--- config.mk ---
export PLATFORM = sky130hd
export DESIGN_NAME = arg_port_arbiter
export DESIGN_NICKNAME = d
export VERILOG_FILES = /design/src/rtl/arg_arb_pkg.sv /design/src/rtl/arg_port_arbiter_rr_pick.sv /design/src/rtl/arg_port_arbiter.sv
export SDC_FILE = /design/constraint.sdc
export NUM_CORES = 1
export LEC_CHECK = 0
export ABC_AREA = 1
export CAP_MARGIN = 10
export CORE_MARGIN = 5
export CORE_UTILIZATION = 37
export DETAILED_ROUTE_END_ITERATION = 8
export GPL_TIMING_DRIVEN = 0
export PLACE_DENSITY = 0.88
export SYNTH_ARGS = -nofsm -noshare
export SYNTH_HDL_FRONTEND = slang
export SYNTH_SLANG_ARGS = --single-unit
--- constraint.sdc ---
create_clock -name clk -period 1.8 [get_ports clk]
set_input_delay 0.36 -clock clk [delete_from_list [all_inputs] [get_ports clk]]
set_output_delay 0.36 -clock clk [all_outputs]
set_load 0.01 [all_outputs]
--- src/rtl/arg_arb_pkg.sv ---
// Shared definitions for the argument-port arbiter: FSM encoding and default sizes.
package arg_arb_pkg;

    localparam int DEF_NUM_REQ    = 2;
    localparam int DEF_DATA_WIDTH = 32;

    typedef enum logic [1:0] {
        ST_IDLE   = 2'd0,
        ST_ACCESS = 2'd1,
        ST_RESP   = 2'd2
    } arb_state_t;

endpackage

--- src/rtl/arg_port_arbiter_rr_pick.sv ---
// Combinational round-robin picker: searches upward from last_grant+1 with wrap-around.
module rr_pick #(
    parameter int NUM_REQ = 2,
    parameter int IDX_W   = 1
) (
    input  logic [NUM_REQ-1:0] i_req,
    input  logic [IDX_W-1:0]   i_last,
    output logic [NUM_REQ-1:0] o_gnt,
    output logic [IDX_W-1:0]   o_idx,
    output logic               o_any
);

    logic w_found;
    int   w_cand;

    always_comb begin
        o_gnt   = '0;
        o_idx   = '0;
        o_any   = |i_req;
        w_found = 1'b0;
        w_cand  = 0;
        for (int k = 1; k <= NUM_REQ; k++) begin
            w_cand = (int'(i_last) + k) % NUM_REQ;
            if (!w_found && i_req[IDX_W'(w_cand)]) begin
                w_found                = 1'b1;
                o_gnt[IDX_W'(w_cand)]  = 1'b1;
                o_idx                  = IDX_W'(w_cand);
            end
        end
    end

endmodule

--- src/rtl/arg_port_arbiter.sv ---
// Round-robin arbiter sharing one single-port argument memory between NUM_REQ requesters.
module arg_port_arbiter
    import arg_arb_pkg::*;
#(
    parameter int NUM_REQ    = DEF_NUM_REQ,
    parameter int DATA_WIDTH = DEF_DATA_WIDTH
) (
    input  logic                          clk,
    input  logic                          rst,
    input  logic [NUM_REQ-1:0]            req_valid,
    input  logic [NUM_REQ-1:0]            req_we,
    input  logic [NUM_REQ*DATA_WIDTH-1:0] req_wdata,
    output logic [NUM_REQ-1:0]            req_ready,
    output logic [NUM_REQ-1:0]            rsp_valid,
    output logic [DATA_WIDTH-1:0]         rsp_data,
    output logic                          ce0,
    output logic                          we0,
    output logic [DATA_WIDTH-1:0]         mem_din0,
    input  logic [DATA_WIDTH-1:0]         mem_dout0,
    input  logic                          done,
    output logic                          idle,
    output logic [15:0]                   access_count
);

    localparam int IDX_W = (NUM_REQ > 1) ? $clog2(NUM_REQ) : 1;

    arb_state_t              r_state;
    logic [IDX_W-1:0]        r_last;
    logic [IDX_W-1:0]        r_idx;
    logic                    r_we;
    logic [DATA_WIDTH-1:0]   r_wdata;
    logic [15:0]             r_access_count;

    logic [NUM_REQ-1:0]      w_gnt;
    logic [IDX_W-1:0]        w_gnt_idx;
    logic                    w_any;
    logic                    w_can_grant;
    logic                    w_access;
    logic                    w_resp;

    rr_pick #(
        .NUM_REQ (NUM_REQ),
        .IDX_W   (IDX_W)
    ) u_rr_pick (
        .i_req  (req_valid),
        .i_last (r_last),
        .o_gnt  (w_gnt),
        .o_idx  (w_gnt_idx),
        .o_any  (w_any)
    );

    assign w_access = (r_state == ST_ACCESS);
    assign w_resp   = (r_state == ST_RESP);

    // rst gates the grant so nothing is accepted while reset is held
    assign w_can_grant = !rst && !done && w_any &&
                         ((r_state == ST_IDLE) || w_resp);

    always_ff @(posedge clk or posedge rst) begin
        if (rst) begin
            r_state        <= ST_IDLE;
            r_last         <= IDX_W'(NUM_REQ - 1);
            r_idx          <= '0;
            r_we           <= 1'b0;
            r_wdata        <= '0;
            r_access_count <= '0;
        end else begin
            if (w_resp)
                r_access_count <= r_access_count + 16'd1;
            if (w_can_grant) begin
                r_state <= ST_ACCESS;
                r_last  <= w_gnt_idx;
                r_idx   <= w_gnt_idx;
                r_we    <= req_we[w_gnt_idx];
                r_wdata <= req_wdata[w_gnt_idx*DATA_WIDTH +: DATA_WIDTH];
            end else begin
                case (r_state)
                    ST_ACCESS: r_state <= ST_RESP;
                    default:   r_state <= ST_IDLE;
                endcase
            end
        end
    end

    // Memory-side and response outputs decode straight from the registered state
    assign req_ready    = w_can_grant ? w_gnt : '0;
    assign ce0          = w_access;
    assign we0          = w_access & r_we;
    assign mem_din0     = w_access ? r_wdata : '0;
    assign rsp_valid    = w_resp ? (NUM_REQ'(1) << r_idx) : '0;
    assign rsp_data     = w_resp ? mem_dout0 : '0;
    assign idle         = (r_state == ST_IDLE);
    assign access_count = r_access_count;

endmodule

==> metrics.csv <==
metric,value,unit
finalClockSkew,0.00601,ns
cp.arrival,1.51,ns
antenna_found_initial,0,
port_buffers,188,
grt.busiest_layer,met2,
syn_nets,575,
path_class,flip-flop to primary output,
yosys_register_bits,53,
drc,0,
fin_crit_sh,104,%
crit_chain,"inv_2, buf_12, nand2_8, clkbuf_16, nor2_1, buf_2",
p_switching,1130,µW
pre_cts_ws,-0.738,ns
max_cap_viol_count,0,
grt_pass1_wl,17000,µm
critPathLaunchType,flip-flop,
chipWidth,101,µm
numCtsBuffers,5,
r2r-end,access_count[13],
grt_usage,20.8,%
area_delta_synth_final,74.2,%
r2r_cells,8,
fin_tns_setup,-0.104,ns
start_util,37.7,%
root_buffer,clkbuf_8,
fillCellCount,678,
hpwl,8310,µm
coreArea,8130,µm²
crit_path_top_delay_cell,dfrtp_1,
synth.yosys.warnings,0,
clockPowerShare,23.4,%
rsz0062_at_grt,yes,
viasPerCell,4.62,
h-tree-depth,2,
use_met2,36.8,%
synthTopCellsByArea,"dfrtp_1 42%, nand2_1 20%, inv_1 10%",
cts.sinks,53,
powerDensity,670,nW/µm²
regToRegStartpoint,r_state[0],
wl_per_cell,14.6,µm
crit_start,r_state[0],
cts_tree,yes,
period_needed,1.87,ns
vias,3623,
clkLatencyLatePin,0.30,ns
synth_top_cell_area_share,42.5,%
worst_setup_path_end_kind,primary output,
dr.pass1.iters,4,
rows,33,
hold_class,input port to async pin,
status,finished with violations,
final_cell_area,5340,µm²
nNetsFinal,782,
synth-seq-area-share,43.3,%
drt_wl_total,11400,µm
clkTransAtPathRegs,0.10,ns
avgSynthCellArea,6.51,µm²
cpPeakStageDelay,0.43,ns
grt_pass1_vias,3583,
die_y,101,µm
critPathTopFamily,buffers and inverters,
peakVddDrop,0.299,mV
finalHoldViolations,0,
dpl-instance-area,5100,µm²
critPathMaxFanout,7,
ff2ff_setup_slack,0.16,ns
yosysTopAreaCell,dfrtp_1,
p_int,2450,µW
antennaDiodeCount,0,
gr-total-overflow,0,
syn_area,3060,µm²
grt_util_met3,5.26,%
final_util,65.6,%
crit_buf_inv,4,
worst_hold_slack,0.203,ns
fmax,536,MHz
met1_usage,24.9,%
syn-instance-count,471,
final_max_slew_viol_count,0,
synthDistinctLibCells,23,
fin_ws,-0.0652,ns
clock_path_buffers,2,
setup-violations-final,3,
die_area,10200,µm²
swShare,31.6,%
cp.required,1.44,ns
place.gp.congestion,0.900,
layout-drive-gt1-share,21.4,%
violations,negative setup slack,
p_comb_share,34.0,%
grt_max_degree,43,
ant_nets,0,
num_io_pins,190,
p_leak,0.00286,µW
power_frac_seq,42.6,%
drtIter0Drc,114,
metrics by stage:
step	power (µW)	std cells
3_3_place_gp	2640	764
4_1_cts	3490	778
5_1_grt	3810	784
3_5_place_dp	2700	765
2_1_floorplan	2070	471
6_report	3580	784
what timing repair did:
item | in CTS | in global routing
pin swaps | 3 | 3
endpoints found under the setup margin | 99 | 103
buffers inserted | 5 | 5
hold buffers | 0 | 0
gates resized for setup | 282 | 79
cloned | 0 | 3
layout make-up:
cell class	instances	area, µm²	area share, %
inverters	86	327	6.12
well taps	105	131	2.46
repair buffers	200	1800	33.6
clock buffers	7	86.3	1.62
clock inverters	1	30.0	0.563
flip-flops and latches	53	1330	24.9
multi-input cells	312	1500	28.1
plain buffers	20	140	2.63
worst reg2reg max path: stages, from the launching register on:
cell and delay, ns:
dfrtp_1 0.43, inv_2 0.12, buf_12 0.13, nand2_4 0.07, buf_4 0.16, nor2_1 0.23
nand2_1 0.16, o21ai_0 0.18, nand2_1 0.06
cell usage in the layout, fill, tap and decap left out, types with 2 or more instances in the layout:
cell             count
nand2_1            164
clkdlybuf4s50_1    114
inv_1               82
buf_2               55
dfrtp_1             51
nor2_1              49
o21ai_0             34
nor2_2              20
buf_6               15
nor2_4              14
buf_4               11
xor2_1               7
clkbuf_2             6
nand3_1              6
clkbuf_8             6
clkbuf_1             4
clkdlybuf4s15_1      4
buf_8                3
xnor2_1              3
dlygate4sd2_1        3
o21ai_1              2
inv_2                2
nand3b_1             2
nor3_1               2
nand4_1              2
clkbuf_16            2
dlymetal6s2s_1       2
buf_12               2
synth_stat cells:
master / n
o21ai_0: 34
dfrtp_1: 52
nor4_4: 1
clkbuf_1: 5
dfstp_2: 1
nor2_1: 82
ha_1: 1
buf_4: 1
conb_1: 1
nand3b_1: 2
inv_1: 85
and3_1: 1
nand2_1: 166
nor3_1: 2
clkinv_1: 1
nand4_1: 2
buf_2: 12
nor2_2: 1
buf_1: 3
nand3_1: 6
o21ai_1: 2
xor2_1: 7
xnor2_1: 3
registers in the layout, summed over array words and instances (netlist names):
register and flops:
r_we 1, r_state 2, access_count 16, r_idx 1
r_last 1, r_wdata 32
logic make-up (layout without fill, tap and decap cells):
kind of cell    Yosys count  after routing  synth area share [%]
fa+ha+maj                 1              1                 0.408
buf+inv                 107            314                  13.7
flops                    53             53                  43.3
compound gates           36             36                  5.88
xor+xnor                 10             10                  2.86
simple gates            263            264                  33.7
other cells               1              1                 0.122
metal layers:
| layer | vias to the layer above | routed length (µm) |
|---|---|---|
| li1 | 1783 | - |
| met1 | 1656 | 4180 |
| met2 | 162 | 6070 |
| met3 | 22 | 919 |
| met4 | 0 | 258 |
| met5 | - | 0 |
power groups by stage:
stage               registers [µW]  clock network [µW]  logic, µW
CTS                           1520                 848       1120
floorplan                     1540                   0        527
finish                        1520                 837       1220
detailed placement            1540                   0       1150
global placement              1530                   0       1110
global route                  1540                 912       1350
how the worst max path moves through the flow:
stage	endpoint	slack, ns	cells after the start
2_1_floorplan	access_count[0]	0.16	1
4_1_cts	req_ready[0]	-0.17	5
5_1_grt	rsp_data[10]	-0.11	6
3_5_place_dp	req_ready[0]	-0.74	5
3_3_place_gp	r_wdata[28]	-0.86	2
6_report	rsp_data[10]	-0.07	6
Note: power is estimated with default switching activity, not from simulation.
